File: src/rtl/tone_pkg.sv
// Shared definitions for the tone sequencer: tone codes, pitch table,
// half-period helper and the player state encoding.
package tone_pkg;

   typedef logic [3:0] tone_t;

   localparam tone_t TONE_NONE = 4'd0;
   localparam tone_t TONE_C3   = 4'd1;
   localparam tone_t TONE_D3   = 4'd2;
   localparam tone_t TONE_E3   = 4'd3;
   localparam tone_t TONE_F3   = 4'd4;
   localparam tone_t TONE_G3   = 4'd5;
   localparam tone_t TONE_A3   = 4'd6;
   localparam tone_t TONE_B3   = 4'd7;
   localparam tone_t TONE_C4   = 4'd8;
   localparam tone_t TONE_D4   = 4'd9;
   localparam tone_t TONE_E4   = 4'd10;
   localparam tone_t TONE_F4   = 4'd11;
   localparam tone_t TONE_G4   = 4'd12;
   localparam tone_t TONE_A4   = 4'd13;
   localparam tone_t TONE_B4   = 4'd14;
   localparam tone_t TONE_C5   = 4'd15;

   // Entry 0 is the rest code and carries no pitch.
   localparam int FREQ_TABLE [16] = '{
      0, 131, 147, 165, 175, 196, 220, 247,
      262, 294, 330, 349, 392, 440, 494, 523
   };

   typedef enum logic [1:0] {
      IDLE = 2'd0,
      PLAY = 2'd1,
      GAP  = 2'd2
   } state_t;

   // Clock cycles per half period of the square wave; 0 for the rest code.
   function automatic int half_period(input tone_t tone, input int clk_freq);
      if (tone == TONE_NONE) begin
         return 0;
      end
      return clk_freq / (2 * FREQ_TABLE[tone]);
   endfunction

endpackage

File: src/rtl/tone_sequencer_tick_gen.sv
// Free-running prescaler that emits a one-cycle tick every DIV clocks;
// a synchronous clear restarts the count from zero.
module tick_gen #(
   parameter int DIV = 1000
) (
   input  logic clk,
   input  logic rst_n,
   input  logic clr,
   output logic tick
);

   localparam int CNT_W = (DIV > 1) ? $clog2(DIV) : 1;

   logic [CNT_W-1:0] cnt_q;
   logic [CNT_W-1:0] cnt_d;

   assign tick = (cnt_q == CNT_W'(DIV - 1));

   always_comb begin
      cnt_d = cnt_q + CNT_W'(1);
      if (clr || tick) begin
         cnt_d = '0;
      end
   end

   always_ff @(posedge clk or negedge rst_n) begin
      if (!rst_n) begin
         cnt_q <= '0;
      end else begin
         cnt_q <= cnt_d;
      end
   end

endmodule

File: src/rtl/tone_sequencer.sv
// Queued note player: one active note plus one pending slot, each note
// followed by a silent gap, square-wave output at the selected pitch.
module tone_sequencer
   import tone_pkg::*;
#(
   parameter int CLK_FREQ = 50000000,
   parameter int DUR_W    = 10,
   parameter int GAP_MS   = 20
) (
   input  logic             clk,
   input  logic             rst_n,
   input  logic             note_valid,
   output logic             note_ready,
   input  logic [3:0]       note_tone,
   input  logic [DUR_W-1:0] note_dur,
   input  logic             abort,
   output logic             out,
   output logic             busy,
   output logic             note_done
);

   localparam int MS_DIV = CLK_FREQ / 1000;
   localparam int PER_W  = $clog2(half_period(TONE_C3, CLK_FREQ));
   localparam int GAP_W  = $clog2(GAP_MS + 1);
   localparam int MS_W   = (DUR_W > GAP_W) ? DUR_W : GAP_W;
   localparam logic [MS_W-1:0] GAP_LAST = MS_W'((GAP_MS > 0) ? GAP_MS - 1 : 0);

   // Per-tone terminal count of the period counter, folded at elaboration.
   logic [PER_W-1:0] hp_last_tab [16];

   for (genvar gi = 0; gi < 16; gi++) begin : g_hp
      localparam int HP = half_period(tone_t'(gi), CLK_FREQ);
      assign hp_last_tab[gi] = PER_W'((HP > 0) ? HP - 1 : 0);
   end

   state_t           state_q,      state_d;
   tone_t            act_tone_q,   act_tone_d;
   logic [DUR_W-1:0] act_last_q,   act_last_d;
   logic             pend_valid_q, pend_valid_d;
   tone_t            pend_tone_q,  pend_tone_d;
   logic [DUR_W-1:0] pend_last_q,  pend_last_d;
   logic [MS_W-1:0]  ms_cnt_q,     ms_cnt_d;
   logic [PER_W-1:0] per_cnt_q,    per_cnt_d;
   logic             out_q,        out_d;
   logic             ready_q,      ready_d;

   logic             ms_tick;
   logic             tick_clr;
   logic             accept;
   logic             play_last;
   logic             seq_end;
   logic             load_new;
   logic             load_pend;
   logic [DUR_W-1:0] dur_last;
   logic [PER_W-1:0] hp_last;

   tick_gen #(
      .DIV (MS_DIV)
   ) u_ms_tick (
      .clk   (clk),
      .rst_n (rst_n),
      .clr   (tick_clr),
      .tick  (ms_tick)
   );

   // A zero duration plays for one millisecond.
   assign dur_last  = (note_dur == '0) ? '0 : note_dur - DUR_W'(1);
   assign hp_last   = hp_last_tab[act_tone_q];
   assign accept    = note_valid && note_ready;
   assign play_last = (state_q == PLAY) && ms_tick && (ms_cnt_q == MS_W'(act_last_q));

   always_ff @(posedge clk or negedge rst_n) begin
      if (!rst_n) begin
         state_q      <= IDLE;
         act_tone_q   <= TONE_NONE;
         act_last_q   <= '0;
         pend_valid_q <= 1'b0;
         pend_tone_q  <= TONE_NONE;
         pend_last_q  <= '0;
         ms_cnt_q     <= '0;
         per_cnt_q    <= '0;
         out_q        <= 1'b0;
         ready_q      <= 1'b1;
      end else begin
         state_q      <= state_d;
         act_tone_q   <= act_tone_d;
         act_last_q   <= act_last_d;
         pend_valid_q <= pend_valid_d;
         pend_tone_q  <= pend_tone_d;
         pend_last_q  <= pend_last_d;
         ms_cnt_q     <= ms_cnt_d;
         per_cnt_q    <= per_cnt_d;
         out_q        <= out_d;
         ready_q      <= ready_d;
      end
   end

   always_comb begin
      state_d      = state_q;
      act_tone_d   = act_tone_q;
      act_last_d   = act_last_q;
      pend_valid_d = pend_valid_q;
      pend_tone_d  = pend_tone_q;
      pend_last_d  = pend_last_q;
      ms_cnt_d     = ms_cnt_q;
      per_cnt_d    = per_cnt_q;
      out_d        = out_q;
      tick_clr     = 1'b0;
      seq_end      = 1'b0;
      load_new     = 1'b0;
      load_pend    = 1'b0;

      if (abort) begin
         state_d      = IDLE;
         pend_valid_d = 1'b0;
         ms_cnt_d     = '0;
         per_cnt_d    = '0;
         out_d        = 1'b0;
      end else begin
         unique case (state_q)
            IDLE: begin
               if (accept) begin
                  load_new = 1'b1;
               end
            end
            PLAY: begin
               if (ms_tick) begin
                  ms_cnt_d = ms_cnt_q + MS_W'(1);
               end
               if (act_tone_q == TONE_NONE) begin
                  out_d = 1'b0;
               end else if (per_cnt_q == hp_last) begin
                  per_cnt_d = '0;
                  out_d     = ~out_q;
               end else begin
                  per_cnt_d = per_cnt_q + PER_W'(1);
               end
               if (play_last) begin
                  out_d     = 1'b0;
                  per_cnt_d = '0;
                  ms_cnt_d  = '0;
                  if (GAP_MS == 0) begin
                     seq_end = 1'b1;
                  end else begin
                     state_d = GAP;
                  end
               end
            end
            GAP: begin
               out_d = 1'b0;
               if (ms_tick) begin
                  if (ms_cnt_q == GAP_LAST) begin
                     seq_end = 1'b1;
                  end else begin
                     ms_cnt_d = ms_cnt_q + MS_W'(1);
                  end
               end
            end
            default: begin
               state_d = IDLE;
            end
         endcase

         // At the end of a note the pending slot wins; a note arriving in
         // that same cycle with the slot empty goes straight to active.
         if (seq_end) begin
            if (pend_valid_q) begin
               load_pend = 1'b1;
            end else if (accept) begin
               load_new = 1'b1;
            end else begin
               state_d = IDLE;
            end
         end

         if (load_pend) begin
            act_tone_d   = pend_tone_q;
            act_last_d   = pend_last_q;
            pend_valid_d = 1'b0;
         end
         if (accept && !load_new) begin
            pend_valid_d = 1'b1;
            pend_tone_d  = note_tone;
            pend_last_d  = dur_last;
         end
         if (load_new) begin
            act_tone_d = note_tone;
            act_last_d = dur_last;
         end
         if (load_new || load_pend) begin
            state_d   = PLAY;
            ms_cnt_d  = '0;
            per_cnt_d = '0;
            out_d     = 1'b0;
            tick_clr  = 1'b1;
         end
      end

      ready_d = ~pend_valid_d;
   end

   always_comb begin
      note_ready = ready_q & ~abort;
      busy       = (state_q != IDLE);
      note_done  = play_last & ~abort;
      out        = out_q;
   end

endmodule

File: config.mk
export PLATFORM = sky130hd
export DESIGN_NAME = tone_sequencer
export DESIGN_NICKNAME = d
export VERILOG_FILES = /design/src/rtl/tone_pkg.sv /design/src/rtl/tone_sequencer_tick_gen.sv /design/src/rtl/tone_sequencer.sv
export SDC_FILE = /design/constraint.sdc
export NUM_CORES = 1
export LEC_CHECK = 0
export ABC_AREA = 1
export BUFFER_PORTS_ARGS = -buffer_cell sky130_fd_sc_hd__buf_2
export CAP_MARGIN = 20
export CORE_MARGIN = 10
export CORE_UTILIZATION = 57
export DETAILED_ROUTE_END_ITERATION = 8
export GPL_TIMING_DRIVEN = 0
export PLACE_DENSITY_LB_ADDON = 0.2
export SETUP_SLACK_MARGIN = 0.1
export SYNTH_ARGS = -nofsm -noshare
export SYNTH_HDL_FRONTEND = slang
export SYNTH_HIERARCHICAL = 1
export SYNTH_SLANG_ARGS = --single-unit
export TNS_END_PERCENT = 1
File: constraint.sdc
create_clock -name clk -period 2.5 [get_ports clk]
set_clock_uncertainty 0.15 [all_clocks]
set_input_delay 0.125 -clock clk [delete_from_list [all_inputs] [get_ports clk]]
set_output_delay 0.125 -clock clk [all_outputs]
set_load 0.02 [all_outputs]
==> impl_metrics.yaml <==
setup_path:
  cp_slowest_stage_delay_ns: 0.42
  cp.required_ns: 2.60
  critical_path_class: "register to register"
  crit_slowest_cell: "dfrtp_1"
  end_kind: "register"
  critPathMaxFanout: 5
  crit_arrival_ns: 2.72
  cp_cell_sequence: "inv_2 > nand2_2 > nor3_2 > nand2_1 > nor3_4 > inv_2 > nor2_4 > buf_6 > nand4_1 > nand2_4 > clkinv_8 > nor2_4 > buf_6 > buf_8 > inv_4 > nand2_4 > buf_12 > buf_12 > nor2_2"
  cp-start-kind: "register"
clocking:
  cts_buffers: 9
  cts_tree: "done"
  clock_sinks: 77
  insertion_delay_ns: 0.36
  clkTransAtPathRegs_ns: 0.09
  root_buffer: "clkbuf_8"
  htree_levels: 3
  clock_path_buffers: 2
pwr:
  p_per_area_nw_per_um2: 685
  p_leak_nw: 3.01
  vdd_drop_max_uv: 362
  finalPower_mw: 4.39
yosys:
  netlist_area_um2: 5440
  synth.most_common_cell: "nand2_1"
  syn_inst: 774
  synthTopCellsByArea: "dfrtp_1 (35%), nand2_1 (17%), inv_1 (5.4%)"
  yosysTopAreaCell: "dfrtp_1"
  synth_fp_nets: 803
  ys_ff_latch: 77
  ys_async_sr_fraction_pct: 100
  yosysTopAreaCellShare_pct: 34.9
  avgSynthCellArea_um2: 7.03
  synth_cell_types: 43
  yosysSeqAreaShare_pct: 35.4
  synth-edff-count: 0
  synthFlopType: "dfrtp_1"
  ys_warn_count: 6
  synth_common_cells: "nand2_1 (245), inv_1 (79), dfrtp_1 (76)"
placement:
  dp_cells: 924
  dp_hpwl_um: 9770
  place_ws_ns: -0.274
  place.gp.congestion: 0.974
  numPortBuffers: 20
  dpl_cell_area_um2: 5770
finish:
  final_nets: 866
  drive_gt1_share_pct: 18.8
  final_core_util_pct: 69.1
  final_area_um2: 6410
  fin_cells: 971
  fillers: 791
  syn2layout_area_growth_pct: 17.8
  n_antenna_cell: 0
drt:
  drc: 0
  firstDrtPassIters: 6
  vias: 5184
  ant_nets: 0
  wl_um: 13500
  vias_per_cell: 5.34
  drt_iter0_markers: 336
  wl_per_cell_um: 13.9
die:
  start_util_pct: 58.6
  die_y_um: 118
  core_area_um2: 9280
  io_pins: 22
  die_area_um2: 13900
  row_count: 35
  fp.dieW_um: 118
sta:
  rsz0062_at_grt: "true"
  min_period_ns: 2.62
  finalCritPeriodShare_pct: 105
  fmax_mhz: 381
  setup_violations: 28
  tns_ns: -1.77
  holdWs_ns: 0.0189
  worstMarginPinSlew_ns: 0.451
  slew-limit-headroom_pct: 69.7
  setup_slack_ns: -0.123
  finalHoldViolCount: 0
  finalMaxSlewViolations: 0
run:
  cap_viol_max_count: 0
outcome:
  status: "finished with violations"
  violations: "setup timing"
worst_hold_path:
  hp-class: "input port to register"
global_route:
  grt-ovfl-total: 0
  antenna_found_initial: 0
  first_global_vias: 4946
  grt_max_degree: 73
  track_usage_pct: 19.5
  grt_pass1_wl_um: 23200
metal layers:
layer	vias to the layer above	global-route usage, %	share of wire [%]
met5	-	0	0
met4	0	6.03	1.6
met3	21	2.83	3.5
met2	121	31.4	47
met1	2442	26.2	48
li1	2600	-	-
where the power goes:
part,internal [mW],total (mW),switching [mW]
logic,0.709,1.78,1.07
registers,1.45,1.63,0.180
clock network,0.479,0.992,0.513
total,2.63,4.39,1.76
final cells by class:
type / instances / area [µm²] / share of cell area, %
clock buffers: 9 / 124 / 1.93
repair buffers: 52 / 438 / 6.83
multi-input cells: 587 / 3130 / 48.8
clock inverters: 7 / 82.6 / 1.29
inverters: 89 / 354 / 5.52
flip-flops and latches: 77 / 1930 / 30.1
well taps: 129 / 161 / 2.52
plain buffers: 21 / 194 / 3.02
path summary, 6_finish.rpt:
check                      slack (ns)  cells past startpoint               start                 end
min in group asynchronous        0.16                      3               rst_n       per_cnt_q[12]
setup reg to reg                -0.12                     19  u_ms_tick/cnt_q[5]  u_ms_tick/cnt_q[8]
hold / removal                   0.02                      5         note_dur[4]      pend_last_q[4]
setup / recovery                -0.12                     19  u_ms_tick/cnt_q[5]  u_ms_tick/cnt_q[8]
max in group asynchronous        1.41                      3               rst_n        per_cnt_q[8]
hold reg to reg                  0.33                      2      pend_last_q[8]      pend_last_q[8]
cells in the final DEF (no fill, tap or decap), types with 3 or more instances in the layout:
cell and count:
a21oi_1 9, a31oi_1 8, buf_12 3, buf_2 21
buf_4 26, buf_6 10, clkbuf_8 9, dfrtp_1 74
dlygate4sd3_1 8, ha_1 9, inv_1 73, inv_2 13
nand2_1 239, nand2_2 12, nand2_4 6, nand3_1 52
nand3_2 5, nand3b_1 4, nand4_1 20, nor2_1 71
nor2_2 20, nor2_4 5, nor3_1 9, nor4_1 3
o211ai_1 11, o21a_1 3, o21ai_0 16, o21ai_1 22
o22ai_1 5, xnor2_1 15, xor2_1 27
critical path: cells and delay by family (launching register included):
| family | cells | cell delay, ns |
|---|---|---|
| buffers and inverters | 9 | 0.82 |
| and+or+nand+nor | 10 | 1.10 |
| DFF | 1 | 0.42 |
registers in the layout (all words and copies together) (netlist names):
register	cells
act_last_q	10
act_tone_q	4
ms_cnt_q	10
out	1
pend_last_q	10
pend_tone_q	4
pend_valid_q	1
per_cnt_q	18
ready_q	1
state_q	2
u_ms_tick/cnt_q	16
logic make-up (layout without fill, tap and decap cells):
logic type / Yosys count / in the layout / synth area share (%)
AOI/OAI and AO/OA: 77 / 77 / 8.16
xor gates and xnor gates: 42 / 42 / 6.76
adders and majority gates: 11 / 11 / 2.53
buffers and inverters: 110 / 178 / 9.03
DFF: 77 / 77 / 35.4
and+or+nand+nor: 457 / 457 / 38.1
timing repair:
item | in CTS | in global routing
gates cloned | 1 | 0
resized for setup | 28 | 23
setup buffers | 18 | 4
hold endpoints to repair | 88 | 0
hold buffers | 8 | 0
setup endpoints to repair | 74 | 76
pin swaps | 10 | 10
(Power assumes the default switching activity.)
